**src/rtl/seq_arith_pkg.sv**
```systemverilog
// Shared encodings for the sequential multiply/divide unit.
package seq_arith_pkg;

    // Control FSM states. The numeric values are part of the interface
    // and must stay fixed.
    typedef enum logic [2:0] {
        ST_IDLE   = 3'd0,
        ST_LOAD_B = 3'd1,
        ST_ARMED  = 3'd2,
        ST_RUN    = 3'd3,
        ST_SIGN   = 3'd4,
        ST_DONE   = 3'd5
    } state_t;

    // Operation select, sampled when start is accepted.
    localparam logic MODE_MUL = 1'b0;
    localparam logic MODE_DIV = 1'b1;

    // True in the states where an operation is in flight.
    function automatic logic f_is_busy(input state_t s);
        return (s == ST_RUN) || (s == ST_SIGN);
    endfunction

endpackage

```
**src/rtl/seq_arith_datapath.sv**
```systemverilog
// Operand registers, shift-add / restoring-divide core and sign fix-up.
// Sequenced entirely by the init/step/fix/div0 strobes from the top level.
module seq_arith_datapath
    import seq_arith_pkg::*;
#(
    parameter int WIDTH  = 8,
    parameter bit SIGNED = 1'b0
)(
    input  logic             clk,
    input  logic             reset,
    input  logic             i_load_a,
    input  logic             i_load_b,
    input  logic             i_init,
    input  logic             i_step,
    input  logic             i_fix,
    input  logic             i_div0,
    input  logic             i_mode,
    input  logic [WIDTH-1:0] i_data,
    output logic             o_b_zero,
    output logic [WIDTH-1:0] o_result_hi,
    output logic [WIDTH-1:0] o_result_lo
);

    // Magnitude of an operand; identity in unsigned mode. |MIN| still fits
    // in WIDTH bits when read as unsigned.
    function automatic logic [WIDTH-1:0] f_mag(input logic [WIDTH-1:0] v);
        if (SIGNED && v[WIDTH-1]) begin
            return -v;
        end
        return v;
    endfunction

    // Conditional two's-complement negation, single width.
    function automatic logic [WIDTH-1:0] f_neg(input logic [WIDTH-1:0] v,
                                               input logic en);
        return en ? -v : v;
    endfunction

    // Conditional two's-complement negation, double width.
    function automatic logic [2*WIDTH-1:0] f_neg2(input logic [2*WIDTH-1:0] v,
                                                  input logic en);
        return en ? -v : v;
    endfunction

    logic [WIDTH-1:0]   r_op_a;
    logic [WIDTH-1:0]   r_op_b;
    logic [WIDTH-1:0]   r_p;       // product high half / partial remainder
    logic [WIDTH-1:0]   r_q;       // product low half / quotient
    logic [WIDTH-1:0]   r_m;       // |B|
    logic               r_sa;
    logic               r_sb;
    logic [WIDTH-1:0]   r_result_hi;
    logic [WIDTH-1:0]   r_result_lo;

    logic [WIDTH:0]     w_sum;
    logic [WIDTH:0]     w_rs;
    logic [WIDTH+1:0]   w_trial;
    logic               w_trial_neg;
    logic [2*WIDTH-1:0] w_prod_fix;
    logic [WIDTH-1:0]   w_quo_fix;
    logic [WIDTH-1:0]   w_rem_fix;

    assign o_b_zero    = (r_op_b == '0);
    assign o_result_hi = r_result_hi;
    assign o_result_lo = r_result_lo;

    // Arithmetic for one step plus the signed fix-up of the finished result.
    // The partial remainder after the shift needs WIDTH+1 bits, so the trial
    // subtraction carries one more bit to hold its sign.
    always_comb begin
        w_sum       = {1'b0, r_p} + (r_q[0] ? {1'b0, r_m} : '0);
        w_rs        = {r_p, r_q[WIDTH-1]};
        w_trial     = {1'b0, w_rs} - {2'b00, r_m};
        w_trial_neg = w_trial[WIDTH+1];
        w_prod_fix  = f_neg2({r_p, r_q}, SIGNED && (r_sa ^ r_sb));
        w_quo_fix   = f_neg(r_q, SIGNED && (r_sa ^ r_sb));
        w_rem_fix   = f_neg(r_p, SIGNED && r_sa);
    end

    // Operand capture from the shared data bus; raw values, no sign handling.
    always_ff @(posedge clk or negedge reset) begin
        if (!reset) begin
            r_op_a <= '0;
            r_op_b <= '0;
        end else begin
            if (i_load_a) r_op_a <= i_data;
            if (i_load_b) r_op_b <= i_data;
        end
    end

    // Iterative core: init loads magnitudes and signs, step retires one bit.
    always_ff @(posedge clk or negedge reset) begin
        if (!reset) begin
            r_p  <= '0;
            r_q  <= '0;
            r_m  <= '0;
            r_sa <= 1'b0;
            r_sb <= 1'b0;
        end else if (i_init) begin
            r_p  <= '0;
            r_q  <= f_mag(r_op_a);
            r_m  <= f_mag(r_op_b);
            r_sa <= SIGNED && r_op_a[WIDTH-1];
            r_sb <= SIGNED && r_op_b[WIDTH-1];
        end else if (i_step) begin
            if (i_mode == MODE_MUL) begin
                // {carry, P, Q} >> 1 after the conditional add
                r_p <= w_sum[WIDTH:1];
                r_q <= {w_sum[0], r_q[WIDTH-1:1]};
            end else begin
                // restoring step: keep the trial only when it stays >= 0
                r_p <= w_trial_neg ? w_rs[WIDTH-1:0] : w_trial[WIDTH-1:0];
                r_q <= {r_q[WIDTH-2:0], ~w_trial_neg};
            end
        end
    end

    // Result registers: written on the sign cycle or on a divide by zero,
    // otherwise held across new operand loads.
    always_ff @(posedge clk or negedge reset) begin
        if (!reset) begin
            r_result_hi <= '0;
            r_result_lo <= '0;
        end else if (i_div0) begin
            r_result_hi <= r_op_a;
            r_result_lo <= '1;
        end else if (i_fix) begin
            if (i_mode == MODE_MUL) begin
                {r_result_hi, r_result_lo} <= w_prod_fix;
            end else begin
                r_result_hi <= w_rem_fix;
                r_result_lo <= w_quo_fix;
            end
        end
    end

endmodule

```
**src/rtl/seq_arith_unit.sv**
```systemverilog
// Sequential multiply/divide unit: control FSM and bit counter driving
// the arithmetic datapath.
module seq_arith_unit
    import seq_arith_pkg::*;
#(
    parameter int WIDTH  = 8,
    parameter bit SIGNED = 1'b0
)(
    input  logic             clk,
    input  logic             reset,
    input  logic             load,
    input  logic             start,
    input  logic             mode,
    input  logic [WIDTH-1:0] data_in,
    output logic             ready,
    output logic             loaded_a,
    output logic             armed,
    output logic             busy,
    output logic             done,
    output logic             div_by_zero,
    output logic [WIDTH-1:0] result_hi,
    output logic [WIDTH-1:0] result_lo
);

    localparam int CNT_W = $clog2(WIDTH + 1);

    state_t           r_state;
    state_t           w_next;
    logic [CNT_W-1:0] r_cnt;
    logic             r_mode;
    logic             r_done;
    logic             r_dbz;

    logic             w_load_a;
    logic             w_load_b;
    logic             w_init;
    logic             w_step;
    logic             w_fix;
    logic             w_div0;
    logic             w_b_zero;

    // Moore status outputs decoded from the state alone.
    assign ready       = (r_state == ST_IDLE);
    assign loaded_a    = (r_state == ST_LOAD_B);
    assign armed       = (r_state == ST_ARMED);
    assign busy        = f_is_busy(r_state);
    assign done        = r_done;
    assign div_by_zero = r_dbz;

    // State register.
    always_ff @(posedge clk or negedge reset) begin
        if (!reset) begin
            r_state <= ST_IDLE;
        end else begin
            r_state <= w_next;
        end
    end

    // Next-state logic and datapath strobes. In ARMED, start takes priority
    // over load simply because load is never looked at there.
    always_comb begin
        w_next   = r_state;
        w_load_a = 1'b0;
        w_load_b = 1'b0;
        w_init   = 1'b0;
        w_step   = 1'b0;
        w_fix    = 1'b0;
        w_div0   = 1'b0;
        case (r_state)
            ST_IDLE: begin
                if (load) begin
                    w_load_a = 1'b1;
                    w_next   = ST_LOAD_B;
                end
            end
            ST_LOAD_B: begin
                if (load) begin
                    w_load_b = 1'b1;
                    w_next   = ST_ARMED;
                end
            end
            ST_ARMED: begin
                if (start) begin
                    w_init = 1'b1;
                    if ((mode == MODE_DIV) && w_b_zero) begin
                        w_div0 = 1'b1;
                        w_next = ST_DONE;
                    end else begin
                        w_next = ST_RUN;
                    end
                end
            end
            ST_RUN: begin
                w_step = 1'b1;
                if (r_cnt == CNT_W'(WIDTH - 1)) begin
                    w_next = ST_SIGN;
                end
            end
            ST_SIGN: begin
                w_fix  = 1'b1;
                w_next = ST_DONE;
            end
            ST_DONE: begin
                w_next = ST_IDLE;
            end
            default: begin
                w_next = ST_IDLE;
            end
        endcase
    end

    // Bit counter: cleared on start accept, advances once per RUN cycle.
    always_ff @(posedge clk or negedge reset) begin
        if (!reset) begin
            r_cnt <= '0;
        end else if (w_init) begin
            r_cnt <= '0;
        end else if (r_state == ST_RUN) begin
            r_cnt <= r_cnt + CNT_W'(1);
        end
    end

    // Operation mode and divide-by-zero flag, both updated on start accept.
    always_ff @(posedge clk or negedge reset) begin
        if (!reset) begin
            r_mode <= MODE_MUL;
            r_dbz  <= 1'b0;
        end else if (w_init) begin
            r_mode <= mode;
            r_dbz  <= w_div0;
        end
    end

    // done is registered so it is high exactly while the FSM sits in DONE.
    always_ff @(posedge clk or negedge reset) begin
        if (!reset) begin
            r_done <= 1'b0;
        end else begin
            r_done <= (w_next == ST_DONE);
        end
    end

    seq_arith_datapath #(
        .WIDTH  (WIDTH),
        .SIGNED (SIGNED)
    ) u_datapath (
        .clk         (clk),
        .reset       (reset),
        .i_load_a    (w_load_a),
        .i_load_b    (w_load_b),
        .i_init      (w_init),
        .i_step      (w_step),
        .i_fix       (w_fix),
        .i_div0      (w_div0),
        .i_mode      (r_mode),
        .i_data      (data_in),
        .o_b_zero    (w_b_zero),
        .o_result_hi (result_hi),
        .o_result_lo (result_lo)
    );

endmodule
```
**config.mk**
```make
export PLATFORM = sky130hd
export DESIGN_NAME = seq_arith_unit
export DESIGN_NICKNAME = d
export VERILOG_FILES = /design/src/rtl/seq_arith_pkg.sv /design/src/rtl/seq_arith_datapath.sv /design/src/rtl/seq_arith_unit.sv
export SDC_FILE = /design/constraint.sdc
export NUM_CORES = 1
export LEC_CHECK = 0
export ABC_AREA = 1
export CORE_MARGIN = 4
export CORE_UTILIZATION = 28
export CTS_BUF_LIST = sky130_fd_sc_hd__clkbuf_16
export CTS_CLUSTER_DIAMETER = 200
export DETAILED_ROUTE_END_ITERATION = 10
export GPL_ROUTABILITY_DRIVEN = 0
export MAX_ROUTING_LAYER = met4
export PLACE_DENSITY = 0.56
export SLEW_MARGIN = 20
export SYNTH_ARGS = -nofsm -noshare
export SYNTH_HDL_FRONTEND = slang
export SYNTH_SLANG_ARGS = --single-unit
```
**constraint.sdc**
```tcl
create_clock -name clk -period 4.8 [get_ports clk]
set_clock_uncertainty 0.1 [all_clocks]
set_input_delay 1.2 -clock clk [delete_from_list [all_inputs] [get_ports clk]]
set_output_delay 1.2 -clock clk [all_outputs]
set_load 0.02 [all_outputs]
```
* Word level (Yosys, flattened, before mapping)
Cells that the tools add are included.
Cells by class: add/subtract/negate cells 3, equality and inequality tests 6, muxes and demuxes 30, bitwise logic cells 1, reduce and logical (&&, ||, !) cells 7
Operator list (count):
- 8-bit two-way mux | 12
- 3-bit two-way mux | 5
- 3-bit one-hot mux with 5 select lines | 1
- 1-bit two-way mux | 10
- 9-bit by 8-bit subtractor with 10-bit output | 1
- 8-bit by 9-bit adder with 9-bit output | 1
- 8-bit logical NOT | 1
- 4-bit two-way mux | 2
- 3-bit by 2-bit == test with 1-bit output, second input constant | 2
- 3-bit == test, second input constant | 2
- 2-bit nonzero test | 3
- 4-bit by 1-bit adder with 4-bit output, second input constant | 1
- 4-bit by 3-bit == test with 1-bit output, second input constant | 1
- 3-bit by 1-bit == test with 1-bit output, second input constant | 1
- 3-bit logical NOT | 1
- 1-bit logical AND | 1
- 1-bit logical OR | 1
- 1-bit NOT | 1
Storage, ports and cells: bits in registers 66, input bits 13, output and inout port bits 22, logic and storage cells 59

* Logic depth before layout (Yosys ltp)
word-level depth 6, mapped depth 15, gate-level depth less buffers 14

* Modules after synthesis
From an unflattened synthesis, not the netlist that was laid out.
Second synthesis, totals: cells, all modules 507, area total of the unflattened synthesis 3891.2 sq um
By module, submodules not included:
- seq_arith_datapath | times used 1, cells an instance 435, area each 3333.2 sq um, sequential area each 1401.3 sq um
- seq_arith_unit | times used 1, cells an instance 72, area each 558.0 sq um, sequential area each 250.2 sq um

* Least setup slack after synthesis
OpenSTA, ideal clock, no wires.
path kind register to output, start register r_state[1], end output busy, arrival 1.123 ns, required time 3.500 ns, path slack 2.377 ns, cell stages (with the launch flop) 6, buffers on the path 1, path through dfrtp_1 -> inv_2 -> nor2_4 -> nand2_2 -> clkbuf_1 -> nand2_1
Between the ends: cells in the longest elaborated chain, start to end 2, elaborated cells between the ends (all ways) 3, those cells by class eq/ne (2); reduce/logical (1)
Ends and longest elaborated chain:
- from (decl) | line seq_arith_unit.sv:27 | state_t r_state;
- from (signal assigned) | line seq_arith_unit.sv:55 | r_state <= w_next;
- 3-bit by 2-bit == test with 1-bit output / 3-bit == test (equally long branches) | line seq_arith_pkg.sv:21 | return (s == ST_RUN) || (s == ST_SIGN);
- 1-bit logical OR (*) | line seq_arith_pkg.sv:21
- to (decl) | line seq_arith_unit.sv:18 | output logic busy,
Every way passes the cells marked *; elsewhere a longest branch is shown, timed or not.

* Worst setup path in the final report
start register r_state[2], end output busy
The elaborated chain is that of the path after synthesis.

==> reports/metrics.yaml <==
power:
  power.total_uw: 3520
  leakagePower_uw: 0.00238
  powerDensity_mw_per_mm2: 752
  irDropWorstVdd_v: 0.000259
synth:
  ys_ff_latch: 66
  synthesis.nets: 546
  seq_area_frac_synth: 0.426
  netlist_top_cells_area: "dfrtp_1, nand2_1, inv_1"
  synth-adder-area-share: 0.0652
  syn_area_per_cell_um2: 7.54
  synth_flop_cell: "dfrtp_1"
  synth_top_area_frac: 0.426
  synthArstFlopShare: 1.00
  yosys_warnings: 0
  synth_area_mm2: 0.00388
  synthXorXnorAreaFrac: 0.00678
  synthMuxAreaShare: 0
  synth.most_common_cell: "nand2_1"
  yosys.area_share.simple: 0.280
  synth_top_family_by_area: "simple AND/OR/NAND/NOR gates"
  synth-compound-area-share: 0.115
  ys_types: 36
  synth_top_area_cell: "dfrtp_1"
  syn_inst: 514
  synthTopCellsByCount: "nand2_1, inv_1, dfrtp_1"
  synth_edf_count: 0
clock_tree:
  clkSinkCount: 66
  numCtsBuffers: 9
  clk_pin_slew_ps: 60
  htree_levels: 3
  post_cts_buffers: 0
  cts_buffer_depth: 2
  cts_hold_buf: 0
  clock_latency_ps: 330
  cts_resized: 0
  cts_root_buf: "clkbuf_16"
  cts_tree: "done"
setup_path:
  critPathMaxStageDelay_ps: 610
  reg2reg_depth: 10
  crit_path_cell_trace: "nor2_4 > nand2_2 > nand2_1 > clkdlybuf4s50_1"
  worstPathMaxFanout: 17
  slowest_stage: "clkdlybuf4s50_1"
  crit_required_ps: 3500
  r2r_end: "u_datapath.r_p[5]"
  criticalPathCategory: "reg -> out"
  reg2reg_slack_ps: 2670
  reg2reg_from: "u_datapath.r_p[4]"
  crit_path_end: "busy"
  startpoint_type: "flip-flop"
  end_kind: "output pin"
  critPathArrivalTime_ps: 1940
  startpoint: "r_state[2]"
grt:
  grt_pass1_wl_um: 17300
  antenna_found_initial: 0
  grt.total_usage: 0.137
  grt_remaining_overflow: 0
  first_global_vias: 3412
  grt_max_degree: 42
timing:
  fin_hold_ws_ps: 350
  maxSlewViolCount: 0
  finalCritPeriodShare: 0.676
  fin_crit_ps: 3240
  clock.fmax_mhz: 308
  finalHoldViolCount: 0
  setup_viol: 0
  slew_headroom: 0.378
  grt_setup_unrepaired: "no"
  max_slew.worst_pin.slew_ps: 933
  tns_ps: 0
final_layout:
  multi_input_area_mm2: 0.00181
  register_area_mm2: 0.00165
  drive_gt1_frac: 0.0744
  n_antenna_cell: 0
  syn2layout_area_growth_pct: 20.7
  final_nets: 578
  fillers: 1438
status:
  status: "finished, final reports clean"
floorplanning:
  io_pins: 35
  fp.dieW_um: 126
  num_rows: 42
  die_h_um: 126
  die-area_mm2: 0.0158
  coreArea_mm2: 0.0134
  initial_core_util: 0.289
route:
  antenna_left: 0
  drt_iter0_drc: 140
  vias: 3423
  wl_um: 10200
  viasPerCell: 4.71
  route.detailed.drc: 0
  drtPass1Iterations: 4
  post_drt_wl_per_cell_um: 14.0
worst_hold_path:
  hp-class: "reg -> reg"
placed_design:
  dpl.hpwl_um: 7630
  io_buffers: 34
job:
  maxCapViolations: 0
through the flow:
step / setup WS [ps] / std cells / util / area (µm²)
after floorplan: 2380 / 514 / - / 3880
after global placement: 1720 / 711 / 0.325 / 4350
after detailed placement: 1680 / 711 / 0.325 / 4350
after CTS: 1550 / 727 / 0.349 / 4680
after global routing: 1470 / 727 / 0.349 / 4680
final: 1560 / 727 / 0.349 / 4680
worst min path at each step:
stage	start	end	slack (ps)	depth (start not counted)
2_1_floorplan	r_cnt[3]	r_cnt[3]	320	1
3_3_place_gp	r_cnt[3]	r_cnt[3]	350	1
3_5_place_dp	r_cnt[3]	r_cnt[3]	350	1
4_1_cts	r_cnt[3]	r_cnt[3]	360	1
5_1_grt	r_cnt[3]	r_cnt[3]	400	1
6_report	r_cnt[3]	r_cnt[3]	350	1
logic make-up after synthesis:
kind of cell               Yosys count
adders and majority gates           19
AOI/OAI and AO/OA                   78
and+or+nand+nor                    248
DFF                                 66
xor gates and xnor gates             3
buffers and inverters              100
registers in the layout, indices dropped and copies added, names as in the netlist:
name,count
u_datapath.o_result_hi,8
u_datapath.o_result_lo,8
u_datapath.r_m,8
u_datapath.r_op_a,8
u_datapath.r_op_b,8
u_datapath.r_p,8
u_datapath.r_q,8
r_cnt,4
r_state,3
div_by_zero,1
done,1
r_mode,1
cell usage in the layout (no fill, tap or decap), types with 2 or more instances in the layout:
cell type and n:
a21oi_1 18, a31oi_1 2, bufinv_16 2, clkbuf_16 9, clkdlybuf4s50_1 33, clkinv_4 3
dfrtp_1 66, fa_1 2, ha_1 17, inv_1 75, inv_2 10, nand2_1 173
nand2_4 2, nand3_1 31, nand3_2 2, nand3b_1 4, nand4_1 11, nor2_1 17
nor2_4 2, nor3_2 2, o211ai_1 2, o21ai_0 13, o21ai_1 31, o221ai_1 6
xnor2_1 2
routing by layer:
layer / track usage / part of all wire / up-vias
li1: - / - / 1708
met1: 0.184 / 0.48 / 1617
met2: 0.217 / 0.46 / 82
met3: 0.0246 / 0.045 / 16
met4: 0.0306 / 0.011 / 0
met5: - / 0 / -
area by class of cell:
class	instances	area share
Inverter	86	0.0696
Clock buffer	9	0.0482
Multi-Input combinational cell	348	0.387
Sequential cell	66	0.353
Clock inverter	7	0.0219
Tap cell	176	0.0471
Timing Repair Buffer	35	0.0733
power breakdown:
| group | switching [µW] | leakage [µW] | internal [µW] |
|---|---|---|---|
| clock network | 262 | 0.000161 | 460 |
| registers | 262 | 0.000802 | 804 |
| logic | 1070 | 0.00141 | 659 |
| total | 1590 | 0.00238 | 1920 |
critical path, delay by kind of cell, from the launching register on:
kind	cells	cell delay, ps
buffers and inverters	1	610
and+or+nand+nor	3	550
DFF	1	450
(Power assumes the default switching activity.)
